[src/rtl/unidade_de_controle_defs.sv]
// Shared definitions for the multi-cycle controller: opcodes, FSM state
// encodings and instruction field positions.
package unidade_de_controle_defs;

    localparam logic [2:0] OP_NOP = 3'd0;
    localparam logic [2:0] OP_LDI = 3'd1;
    localparam logic [2:0] OP_MOV = 3'd2;
    localparam logic [2:0] OP_ADD = 3'd3;
    localparam logic [2:0] OP_SUB = 3'd4;
    localparam logic [2:0] OP_AND = 3'd5;
    localparam logic [2:0] OP_OR  = 3'd6;
    localparam logic [2:0] OP_NOT = 3'd7;

    typedef enum logic [1:0] {
        S_FETCH = 2'd0,
        S_IMM   = 2'd1,
        S_EXEC  = 2'd2,
        S_WB    = 2'd3
    } state_t;

    localparam int OP_HI   = 7;
    localparam int OP_LO   = 5;
    localparam int RDST_HI = 3;
    localparam int RDST_LO = 2;
    localparam int RSRC_HI = 1;
    localparam int RSRC_LO = 0;

    // Only the arithmetic opcodes are allowed to move the carry flag.
    function automatic logic updates_carry(input logic [2:0] op);
        return (op == OP_ADD) || (op == OP_SUB);
    endfunction

endpackage

[src/rtl/ula.sv]
// Combinational ALU: result and carry/borrow for the controller's opcodes.
module ula
    import unidade_de_controle_defs::*;
#(
    parameter int Size = 8
) (
    input  logic [2:0]      op,
    input  logic [Size-1:0] a,
    input  logic [Size-1:0] b,
    output logic [Size-1:0] y,
    output logic            cout
);

    logic [Size:0] ext_s;

    // Operation select; SUB reports borrow through the extended top bit.
    always_comb begin
        ext_s = {(Size+1){1'b0}};
        y     = {Size{1'b0}};
        cout  = 1'b0;
        case (op)
            OP_MOV: y = b;
            OP_ADD: begin
                ext_s = {1'b0, a} + {1'b0, b};
                y     = ext_s[Size-1:0];
                cout  = ext_s[Size];
            end
            OP_SUB: begin
                ext_s = {1'b0, a} - {1'b0, b};
                y     = ext_s[Size-1:0];
                cout  = ext_s[Size];
            end
            OP_AND: y = a & b;
            OP_OR:  y = a | b;
            OP_NOT: y = ~b;
            default: begin
                y    = {Size{1'b0}};
                cout = 1'b0;
            end
        endcase
    end

endmodule

[src/rtl/unidade_de_controle.sv]
// Multi-cycle controller + ALU stage feeding a register bank through a
// single write port; instructions arrive over a valid/ready handshake.
module unidade_de_controle
    import unidade_de_controle_defs::*;
#(
    parameter int Size = 8
) (
    input  logic            clk,
    input  logic            clr,
    input  logic [Size-1:0] in_data,
    input  logic            in_valid,
    output logic            in_ready,
    input  logic [Size-1:0] rd1,
    input  logic [Size-1:0] rd2,
    output logic            we,
    output logic [Size-1:0] wd,
    output logic [1:0]      a1,
    output logic [1:0]      a2,
    output logic            zero,
    output logic            carry,
    output logic            done,
    output logic            busy
);

    state_t          state_r;
    state_t          state_nx_s;
    logic [2:0]      op_r;
    logic [1:0]      rdst_r;
    logic [Size-1:0] result_r;
    logic            cout_r;
    logic            zero_r;
    logic            carry_r;
    logic            nop_done_r;
    logic [1:0]      a1_r;
    logic [1:0]      a2_r;

    logic [2:0]      op_in_s;
    logic [1:0]      rdst_in_s;
    logic [1:0]      rsrc_in_s;
    logic            in_ready_s;
    logic            busy_s;
    logic            wb_s;
    logic [Size-1:0] alu_y_s;
    logic            alu_cout_s;

    assign op_in_s   = in_data[OP_HI:OP_LO];
    assign rdst_in_s = in_data[RDST_HI:RDST_LO];
    assign rsrc_in_s = in_data[RSRC_HI:RSRC_LO];

    ula #(.Size(Size)) u_ula (
        .op   (op_r),
        .a    (rd1),
        .b    (rd2),
        .y    (alu_y_s),
        .cout (alu_cout_s)
    );

    // State register.
    always_ff @(posedge clk) begin
        if (clr) begin
            state_r <= S_FETCH;
        end else begin
            state_r <= state_nx_s;
        end
    end

    // Next-state logic; NOP completes without leaving FETCH.
    always_comb begin
        state_nx_s = state_r;
        case (state_r)
            S_FETCH: begin
                if (in_valid) begin
                    case (op_in_s)
                        OP_NOP:  state_nx_s = S_FETCH;
                        OP_LDI:  state_nx_s = S_IMM;
                        default: state_nx_s = S_EXEC;
                    endcase
                end else begin
                    state_nx_s = S_FETCH;
                end
            end
            S_IMM: begin
                if (in_valid) begin
                    state_nx_s = S_WB;
                end else begin
                    state_nx_s = S_IMM;
                end
            end
            S_EXEC:  state_nx_s = S_WB;
            S_WB:    state_nx_s = S_FETCH;
            default: state_nx_s = S_FETCH;
        endcase
    end

    // State-decoded control outputs.
    always_comb begin
        in_ready_s = 1'b0;
        busy_s     = 1'b1;
        wb_s       = 1'b0;
        case (state_r)
            S_FETCH: begin
                in_ready_s = 1'b1;
                busy_s     = 1'b0;
            end
            S_IMM:   in_ready_s = 1'b1;
            S_EXEC:  in_ready_s = 1'b0;
            S_WB:    wb_s = 1'b1;
            default: begin
                in_ready_s = 1'b0;
                busy_s     = 1'b1;
                wb_s       = 1'b0;
            end
        endcase
    end

    // Datapath: field latch, result capture, address registers and flags.
    // a1/a2 are loaded one edge ahead so they are valid throughout EXEC/WB.
    always_ff @(posedge clk) begin
        if (clr) begin
            op_r       <= 3'd0;
            rdst_r     <= 2'd0;
            result_r   <= {Size{1'b0}};
            cout_r     <= 1'b0;
            zero_r     <= 1'b0;
            carry_r    <= 1'b0;
            nop_done_r <= 1'b0;
            a1_r       <= 2'd0;
            a2_r       <= 2'd0;
        end else begin
            nop_done_r <= 1'b0;
            case (state_r)
                S_FETCH: begin
                    if (in_valid) begin
                        op_r       <= op_in_s;
                        rdst_r     <= rdst_in_s;
                        nop_done_r <= (op_in_s == OP_NOP);
                        if ((op_in_s != OP_NOP) && (op_in_s != OP_LDI)) begin
                            a1_r <= rdst_in_s;
                            a2_r <= rsrc_in_s;
                        end
                    end
                end
                S_IMM: begin
                    if (in_valid) begin
                        result_r <= in_data;
                        a1_r     <= rdst_r;
                    end
                end
                S_EXEC: begin
                    result_r <= alu_y_s;
                    cout_r   <= alu_cout_s;
                end
                S_WB: begin
                    zero_r <= (result_r == {Size{1'b0}});
                    if (updates_carry(op_r)) begin
                        carry_r <= cout_r;
                    end
                end
                default: nop_done_r <= 1'b0;
            endcase
        end
    end

    // A reset landing on the WB cycle must suppress the write immediately.
    assign we       = wb_s & ~clr;
    assign done     = nop_done_r | (wb_s & ~clr);
    assign wd       = result_r;
    assign in_ready = in_ready_s;
    assign busy     = busy_s;
    assign a1       = a1_r;
    assign a2       = a2_r;
    assign zero     = zero_r;
    assign carry    = carry_r;

endmodule

[config.mk]
export PLATFORM = sky130hd
export DESIGN_NAME = unidade_de_controle
export DESIGN_NICKNAME = d
export VERILOG_FILES = /design/src/rtl/unidade_de_controle_defs.sv /design/src/rtl/ula.sv /design/src/rtl/unidade_de_controle.sv
export SDC_FILE = /design/constraint.sdc
export NUM_CORES = 1
export LEC_CHECK = 0
export CAP_MARGIN = 0
export CORE_MARGIN = 1
export CORE_UTILIZATION = 40
export DETAILED_ROUTE_END_ITERATION = 7
export GPL_ROUTABILITY_DRIVEN = 0
export GPL_TIMING_DRIVEN = 0
export PLACE_DENSITY = 0.7
export SLEW_MARGIN = 30
export SYNTH_ARGS = -nofsm -noshare
export SYNTH_HDL_FRONTEND = slang
export SYNTH_SLANG_ARGS = --single-unit
export TNS_END_PERCENT = 30
[constraint.sdc]
create_clock -name clk -period 2.9 [get_ports clk]
set_clock_uncertainty 0.05 [all_clocks]
set_input_delay 0.29 -clock clk [delete_from_list [all_inputs] [get_ports clk]]
set_output_delay 0.29 -clock clk [all_outputs]
set_load 0.1 [all_outputs]
==> impl_metrics.csv, run 1 <==
group,metric,value,unit
worst_setup_path,crit_fanout,9,
cts,htreeDepth,1,
global_route,grt_pass1_wl,10500,um
floorplanning,dieHeight,77.6,um
placed_design,placed_area,2810,um2
worst_setup_path,crit_top_cell,"inv_1",
logic_synthesis,synth_area_per_cell,7.59,um2
final_layout,drive_gt1_share,4.89,%
sta,drv_slew,0,
placed_design,io_buffers,43,
final_layout,final_cell_area,2860,um2
worst_setup_path,cp_slowest_cell,"clkdlybuf4s50_1",
cts,clock_sinks,23,
sta,worstMarginPinSlew,0.977,ns
floorplanning,row_count,27,
routing,routed_wl,6170,um
floorplanning,die_width,77.6,um
worst_setup_path,cp_num_buf_inv,4,
sta,period_share,95.2,%
routing,vias_per_cell,5.59,
pwr,ir_drop,0.198,mV
cts,numCtsBuffers,3,
cts,clk_latency,0.26,ns
logic_synthesis,yosysUniqueCellTypes,57,
pwr,p_per_area,363,nW/um2
floorplanning,die_area,6020,um2
routing,dr.pass1.iters,5,
floorplanning,core-area,5510,um2
sta,max_slew_margin,34.6,%
global_route,antenna_found_initial,0,
sta,fin_crit,2.76,ns
final_layout,area_growth,25.2,%
sta,final_hold_viol_count,0,
worst_setup_path,endpoint_kind,"primary output",
floorplanning,ioPinCount,45,
pwr,finalPower,1.04,mW
cts,clk_root_buffer_cell,"clkbuf_8",
worst_setup_path,critPathRequiredTime,2.56,ns
final_layout,antenna_cells,0,
sta,finalSetupViolCount,0,
pwr,p_leak,1.17,nW
logic_synthesis,syn_area,2290,um2
placed_design,dpl.hpwl,4930,um
worst_setup_path,crit_chain,"inv_1 > ha_1 > clkbuf_1 > inv_1 > clkdlybuf4s50_1",
routing,drc,0,
hold_path,hold_path_class,"register to register",
logic_synthesis,synthXorXnorAreaFrac,1.15,%
worst_setup_path,worst_setup_path_start_kind,"register",
logic_synthesis,synth_enable_flop_cells,0,
worst_setup_path,worst-setup-path-type,"register to primary output",
cts,cts.hold.buffers_added,0,
logic_synthesis,synthMuxAreaShare,6.90,%
logic_synthesis,synth_ff_type,"dfxtp_1",
routing,ant_nets,0,
final_layout,layoutNonFillerInstCount,420,
logic_synthesis,synthSimpleGateAreaFrac,19.0,%
routing,drtIter0Drc,172,
worst_setup_path,max_stage_delay,1.15,ns
cts,cts_buffer_depth,2,
sta,rsz0062_at_grt,"no",
cts,ctsResizeCount,0,
final_layout,fin_nets,407,
worst_setup_path,critPathTopFamily,"buffers and inverters",
logic_synthesis,ys_seq_elements,23,
global_route,grt_max_degree,13,
logic_synthesis,synthAdderAreaFrac,17.6,%
cts,postCtsSetupRepairBufs,0,
run_status,outcome,"completed",
logic_synthesis,synth_compound_area_share,26.2,%
logic_synthesis,async_reset_ff_share,0,%
logic_synthesis,yosysWarningCount,0,
logic_synthesis,synth_top_family_by_area,"compound AO/OA/AOI/OAI gates",
routing,wire_per_inst,14.7,um
logic_synthesis,synthesis.nets,359,
worst_setup_path,cp.arrival,2.42,ns
global_route,grt_pass1_vias,2272,
floorplanning,floorplan.initialDensity,41.5,%
global_route,track_usage,21.4,%
cts,cts_tree,"yes",
global_route,grt_overflow,0,
logic_synthesis,ys_seq_area_share,20.1,%
logic_synthesis,synth_cells,301,
job,maxCapViolCount,0,
sta,clock.fmax,362,MHz
placed_design,place.detailed.instances,416,
routing,vias,2347,
cts,path_clk_slew,0.08,ns
[cells in the final DEF, fill, tap and decap left out, types with 3 or more instances in the layout]
master / instances
a21oi_1: 24
clkbuf_8: 3
nand3_1: 11
inv_1: 34
a211oi_1: 8
a31oi_1: 4
o21ai_0: 20
o311ai_0: 3
nor3_1: 4
buf_2: 4
clkbuf_1: 7
o211ai_1: 4
ha_1: 29
nand2b_1: 7
nor2b_1: 4
dfxtp_1: 23
nand3b_1: 3
clkdlybuf4s50_1: 42
nor2_1: 18
mux2i_1: 12
nor3b_1: 3
nand2_1: 26
o21a_1: 4
o22ai_1: 5
[flip-flops by register name, indices dropped and copies added (netlist names)]
| name | count |
|---|---|
| zero | 1 |
| a2 | 2 |
| wd | 8 |
| op_r | 3 |
| a1 | 2 |
| cout_r | 1 |
| nop_done_r | 1 |
| rdst_r | 2 |
| carry | 1 |
| state_r | 2 |
[per-layer routing]
| layer | GRT usage [%] | wire length (um) |
|---|---|---|
| met2 | 37.3 | 2990 |
| met5 | 0 | 0 |
| met4 | 4.91 | 72 |
| met3 | 3.41 | 323 |
| met1 | 27.5 | 2790 |
[path summary, 6_finish.rpt]
path / start / end / slack, ns / depth (start not counted)
max: state_r[0] / busy / 0.14 / 5
min reg2reg: rdst_r[1] / rdst_r[1] / 0.41 / 2
max reg2reg: state_r[1] / wd[6] / 0.55 / 9
min: rdst_r[1] / rdst_r[1] / 0.41 / 2
[per-stage QoR]
stage / hold WS (ns) / setup TNS [ns] / worst slack (ns) / utilization [%]
detailed placement: 0.398 / -0.150 / -0.140 / 51.0
global route: 0.429 / 0 / 0.0249 / 52.0
CTS: 0.403 / 0 / 0.0530 / 51.9
finish: 0.407 / 0 / 0.141 / 52.0
global placement: 0.392 / -0.522 / -0.369 / 51.0
floorplan: 0.317 / 0 / 0.0140 / -
[power by group]
part           leakage, nW  total, mW  switching (mW)  internal [mW]
clock network       0.0228      0.196          0.0981         0.0980
logic                0.960      0.490           0.323          0.166
registers            0.188      0.354          0.0157          0.338
[synth_stat cells (2+ instances only)]
cell type | count | area [um2]
o21bai_1 | 2 | 15.0
xor2_1 | 2 | 17.5
a21oi_1 | 24 | 120
buf_1 | 2 | 7.51
a211oi_1 | 8 | 60.1
ha_1 | 29 | 363
o21a_1 | 4 | 30.0
o311ai_0 | 3 | 26.3
mux2i_1 | 12 | 120
inv_1 | 34 | 128
clkbuf_1 | 6 | 22.5
nand2_1 | 27 | 101
nor2b_1 | 4 | 25.0
nand3_1 | 11 | 55.1
fa_1 | 2 | 40.0
o211ai_1 | 4 | 30.0
buf_2 | 4 | 20.0
nor4_1 | 2 | 12.5
nor3_1 | 4 | 20.0
o21ai_0 | 20 | 100
o221ai_1 | 2 | 17.5
nor3b_1 | 3 | 22.5
o22ai_1 | 5 | 31.3
a31oi_1 | 4 | 25.0
a221o_1 | 2 | 20.0
nand2b_1 | 7 | 43.8
or2_2 | 2 | 12.5
nor2_1 | 18 | 67.6
dfxtp_1 | 23 | 460
nand3b_1 | 3 | 22.5
nand4_1 | 2 | 12.5
[layout make-up]
cell class / count / area [um2]
tap: 72 / 90.1
inverter: 35 / 131
buffer: 15 / 73.8
sequential: 23 / 460
fill: 555 / 2640
multi-input combinational: 228 / 1630
timing repair buffer: 43 / 433
clock buffer: 4 / 45.0
[cell families after synthesis]
family                   Yosys count
AO/OA/AOI/OAI                     92
AND/OR/NAND/NOR                   88
multiplexers                      14
buffers and inverters             50
adder cells (fa/ha/maj)           31
flip-flops                        23
XOR/XNOR                           3
[worst reg2reg max path, delay by kind of cell (launching register included)]
kind,cells,cell delay (ns)
multiplexers,1,0.25
AND/OR/NAND/NOR,1,0.52
flip-flops,1,0.37
AO/OA/AOI/OAI,4,0.65
adder cells (fa/ha/maj),1,0.18
buffers and inverters,2,0.23
(Power assumes the default switching activity.)
==> run 2, diff against run 1 <==
--- a/config.mk
+++ b/config.mk
@@ -5,13 +5,13 @@
 export SDC_FILE = /design/constraint.sdc
 export NUM_CORES = 1
 export LEC_CHECK = 0
-export CAP_MARGIN = 0
+export CAP_MARGIN = 5
 export CORE_MARGIN = 1
-export CORE_UTILIZATION = 40
+export CORE_UTILIZATION = 50
 export DETAILED_ROUTE_END_ITERATION = 7
 export GPL_ROUTABILITY_DRIVEN = 0
 export GPL_TIMING_DRIVEN = 0
-export PLACE_DENSITY = 0.7
+export PLACE_DENSITY = 0.84
 export SLEW_MARGIN = 30
 export SYNTH_ARGS = -nofsm -noshare
 export SYNTH_HDL_FRONTEND = slang
==> constraint.sdc (replaced) <==
create_clock -name clk -period 2.9 [get_ports clk]
set_clock_uncertainty 0.05 [all_clocks]
set_input_delay 0.58 -clock clk [delete_from_list [all_inputs] [get_ports clk]]
set_output_delay 0.58 -clock clk [all_outputs]
set_load 0.1 [all_outputs]
==> run 2 against run 1 <==
Utilization up 13 points. Power down 0.10%. Non-clock buffer count unchanged. Largest power group unchanged. Sequential power about the same. Largest cell class unchanged.
==> impl_metrics.csv, run 2 (synthesis results as in run 1) <==
group,metric,value,unit
run_status,outcome,"completed",
cts,clk_latency,0.26,ns
global_route,track_usage,25.3,%
floorplanning,ioPinCount,45,
global_route,grt_overflow,0,
global_route,grt_pass1_wl,10200,um
cts,numCtsBuffers,3,
pwr,power.internal,0.600,mW
global_route,antenna_found_initial,0,
cts,postCtsSetupRepairBufs,0,
worst_setup_path,critPathRequiredTime,3.01,ns
routing,ant_nets,0,
final_layout,fill_cells,394,
sta,final_hold_viol_count,0,
final_layout,layout_commonest_cell,"clkdlybuf4s50_1",
floorplanning,row_count,24,
sta,period_share,96.3,%
routing,wire_per_inst,15.2,um
pwr,ir_drop,0.214,mV
sta,finalSetupViolCount,0,
worst_setup_path,crit_fanout,9,
cts,clk_root_buffer_cell,"clkbuf_8",
cts,htreeDepth,1,
final_layout,drive_gt1_share,5.46,%
final_layout,antenna_cells,0,
placed_design,dpl.hpwl,4810,um
sta,clock.fmax,358,MHz
worst_setup_path,cp_slowest_cell,"clkdlybuf4s50_1",
worst_setup_path,worst-setup-path-type,"input pin to register",
cts,cts_tree,"yes",
pwr,finalPower,1.04,mW
worst_setup_path,worst_setup_path_start_kind,"input pin",
routing,drc,0,
worst_setup_path,cp.arrival,2.90,ns
sta,drv_slew,0,
sta,final.setup.tns,0,ns
routing,dr.pass1.iters,5,
pwr,p_leak,1.21,nW
global_route,gr-usage-met1,33.1,%
cts,cts_buffer_depth,2,
global_route,grt_max_degree,13,
pwr,p_clk_share,18.8,%
pwr,p_per_area,366,nW/um2
floorplanning,die_width,69.6,um
cts,clock_sinks,23,
final_layout,fin_nets,407,
floorplanning,die_area,4850,um2
pwr,combPwrFrac,46.9,%
sta,fin_crit,2.79,ns
worst_setup_path,endpoint_kind,"register",
cts,ctsResizeCount,3,
sta,rsz0062_at_grt,"yes",
routing,routed_wl,6070,um
worst_setup_path,critPathTopFamily,"buffers and inverters",
placed_design,io_buffers,43,
final_layout,largest_register_ff_count,8,
cts,path_clk_slew,0.07,ns
sta,worstMarginPinSlew,0.967,ns
final_layout,mostFrequentLayoutCells,"39 x clkdlybuf4s50_1, 34 x inv_1, 29 x ha_1, 27 x nand2_1",
hold_path,hold_path_class,"register to register",
global_route,met2_usage,45.8,%
cts,cts.hold.buffers_added,0,
routing,vias,2425,
floorplanning,core-area,4380,um2
pwr,seq_power_share,34.2,%
pwr,switching_power,0.438,mW
routing,vias_per_cell,6.06,
final_layout,area_growth,24.1,%
job,maxCapViolCount,0,
floorplanning,dieHeight,69.6,um
global_route,grt_pass1_vias,2213,
worst_setup_path,cp_num_buf_inv,3,
floorplanning,floorplan.initialDensity,52.1,%
sta,max_slew_margin,35.3,%
sta,holdWs,0.411,ns
worst_setup_path,max_stage_delay,0.56,ns
pwr,swShare,42.2,%
routing,drtIter0Drc,206,
worst_setup_path,crit_chain,"clkdlybuf4s50_1 > inv_1 > ha_1 > clkbuf_1 > a21oi_2 > nor2_1 > or4_1 > a31oi_1 > a32oi_1 > o21a_1",
global_route,met3_usage,2.03,%
global_route,grt.busiest_layer,"met2",
-- run 2: worst reg2reg max path: stages, from the launching register on --
cell and delay (ns):
dfxtp_1 0.36, inv_1 0.07, ha_1 0.18, buf_4 0.16, mux2_4 0.26, o311ai_1 0.13
or4_1 0.52, a31oi_1 0.22, a32oi_1 0.09, o21a_1 0.20
-- run 2: final timing paths --
check,startpoint,to,slack (ns),cells past startpoint
worst min register to register,rdst_r[0],rdst_r[0],0.41,2
worst min-delay path,rdst_r[0],rdst_r[0],0.41,2
worst max register to register,state_r[1],wd[6],0.55,9
worst max-delay path,rd2[5],wd[6],0.11,10
-- run 2: layout make-up --
type                       instances  area [um2]  share of cell area, %
tap                               52        65.1                   2.29
inverter                          35         131                   4.63
multi-input combinational        228        1630                   57.5
timing repair buffer              43         429                   15.1
sequential                        23         460                   16.2
buffer                            15        73.8                   2.60
clock buffer                       4        45.0                   1.59
-- run 2: power groups by stage --
stage / combinational, mW / sequential, mW / clock (mW)
6_report: 0.487 / 0.356 / 0.195
5_1_grt: 0.522 / 0.358 / 0.212
4_1_cts: 0.482 / 0.355 / 0.199
3_5_place_dp: 0.480 / 0.362 / 0
3_3_place_gp: 0.472 / 0.362 / 0
2_1_floorplan: 0.239 / 0.463 / 0
-- run 2: through the flow --
step / instance area (um2) / util (%) / instances / worst slack, ns
floorplan: 2290 / - / 301 / -0.00713
global placement: 2780 / 63.5 / 396 / -0.556
detailed placement: 2790 / 63.5 / 396 / -0.317
CTS: 2830 / 64.6 / 400 / 0.00404
global route: 2840 / 64.7 / 400 / -0.0643
finish: 2840 / 64.7 / 400 / 0.109
-- run 2: per-layer routing --
metal	vias up	part of all wire [%]	routed length, um
met5	-	0	0
met4	0	1.0	61
met2	124	50	3020
li1	1161	-	-
met1	1127	43	2620
met3	13	6.1	368
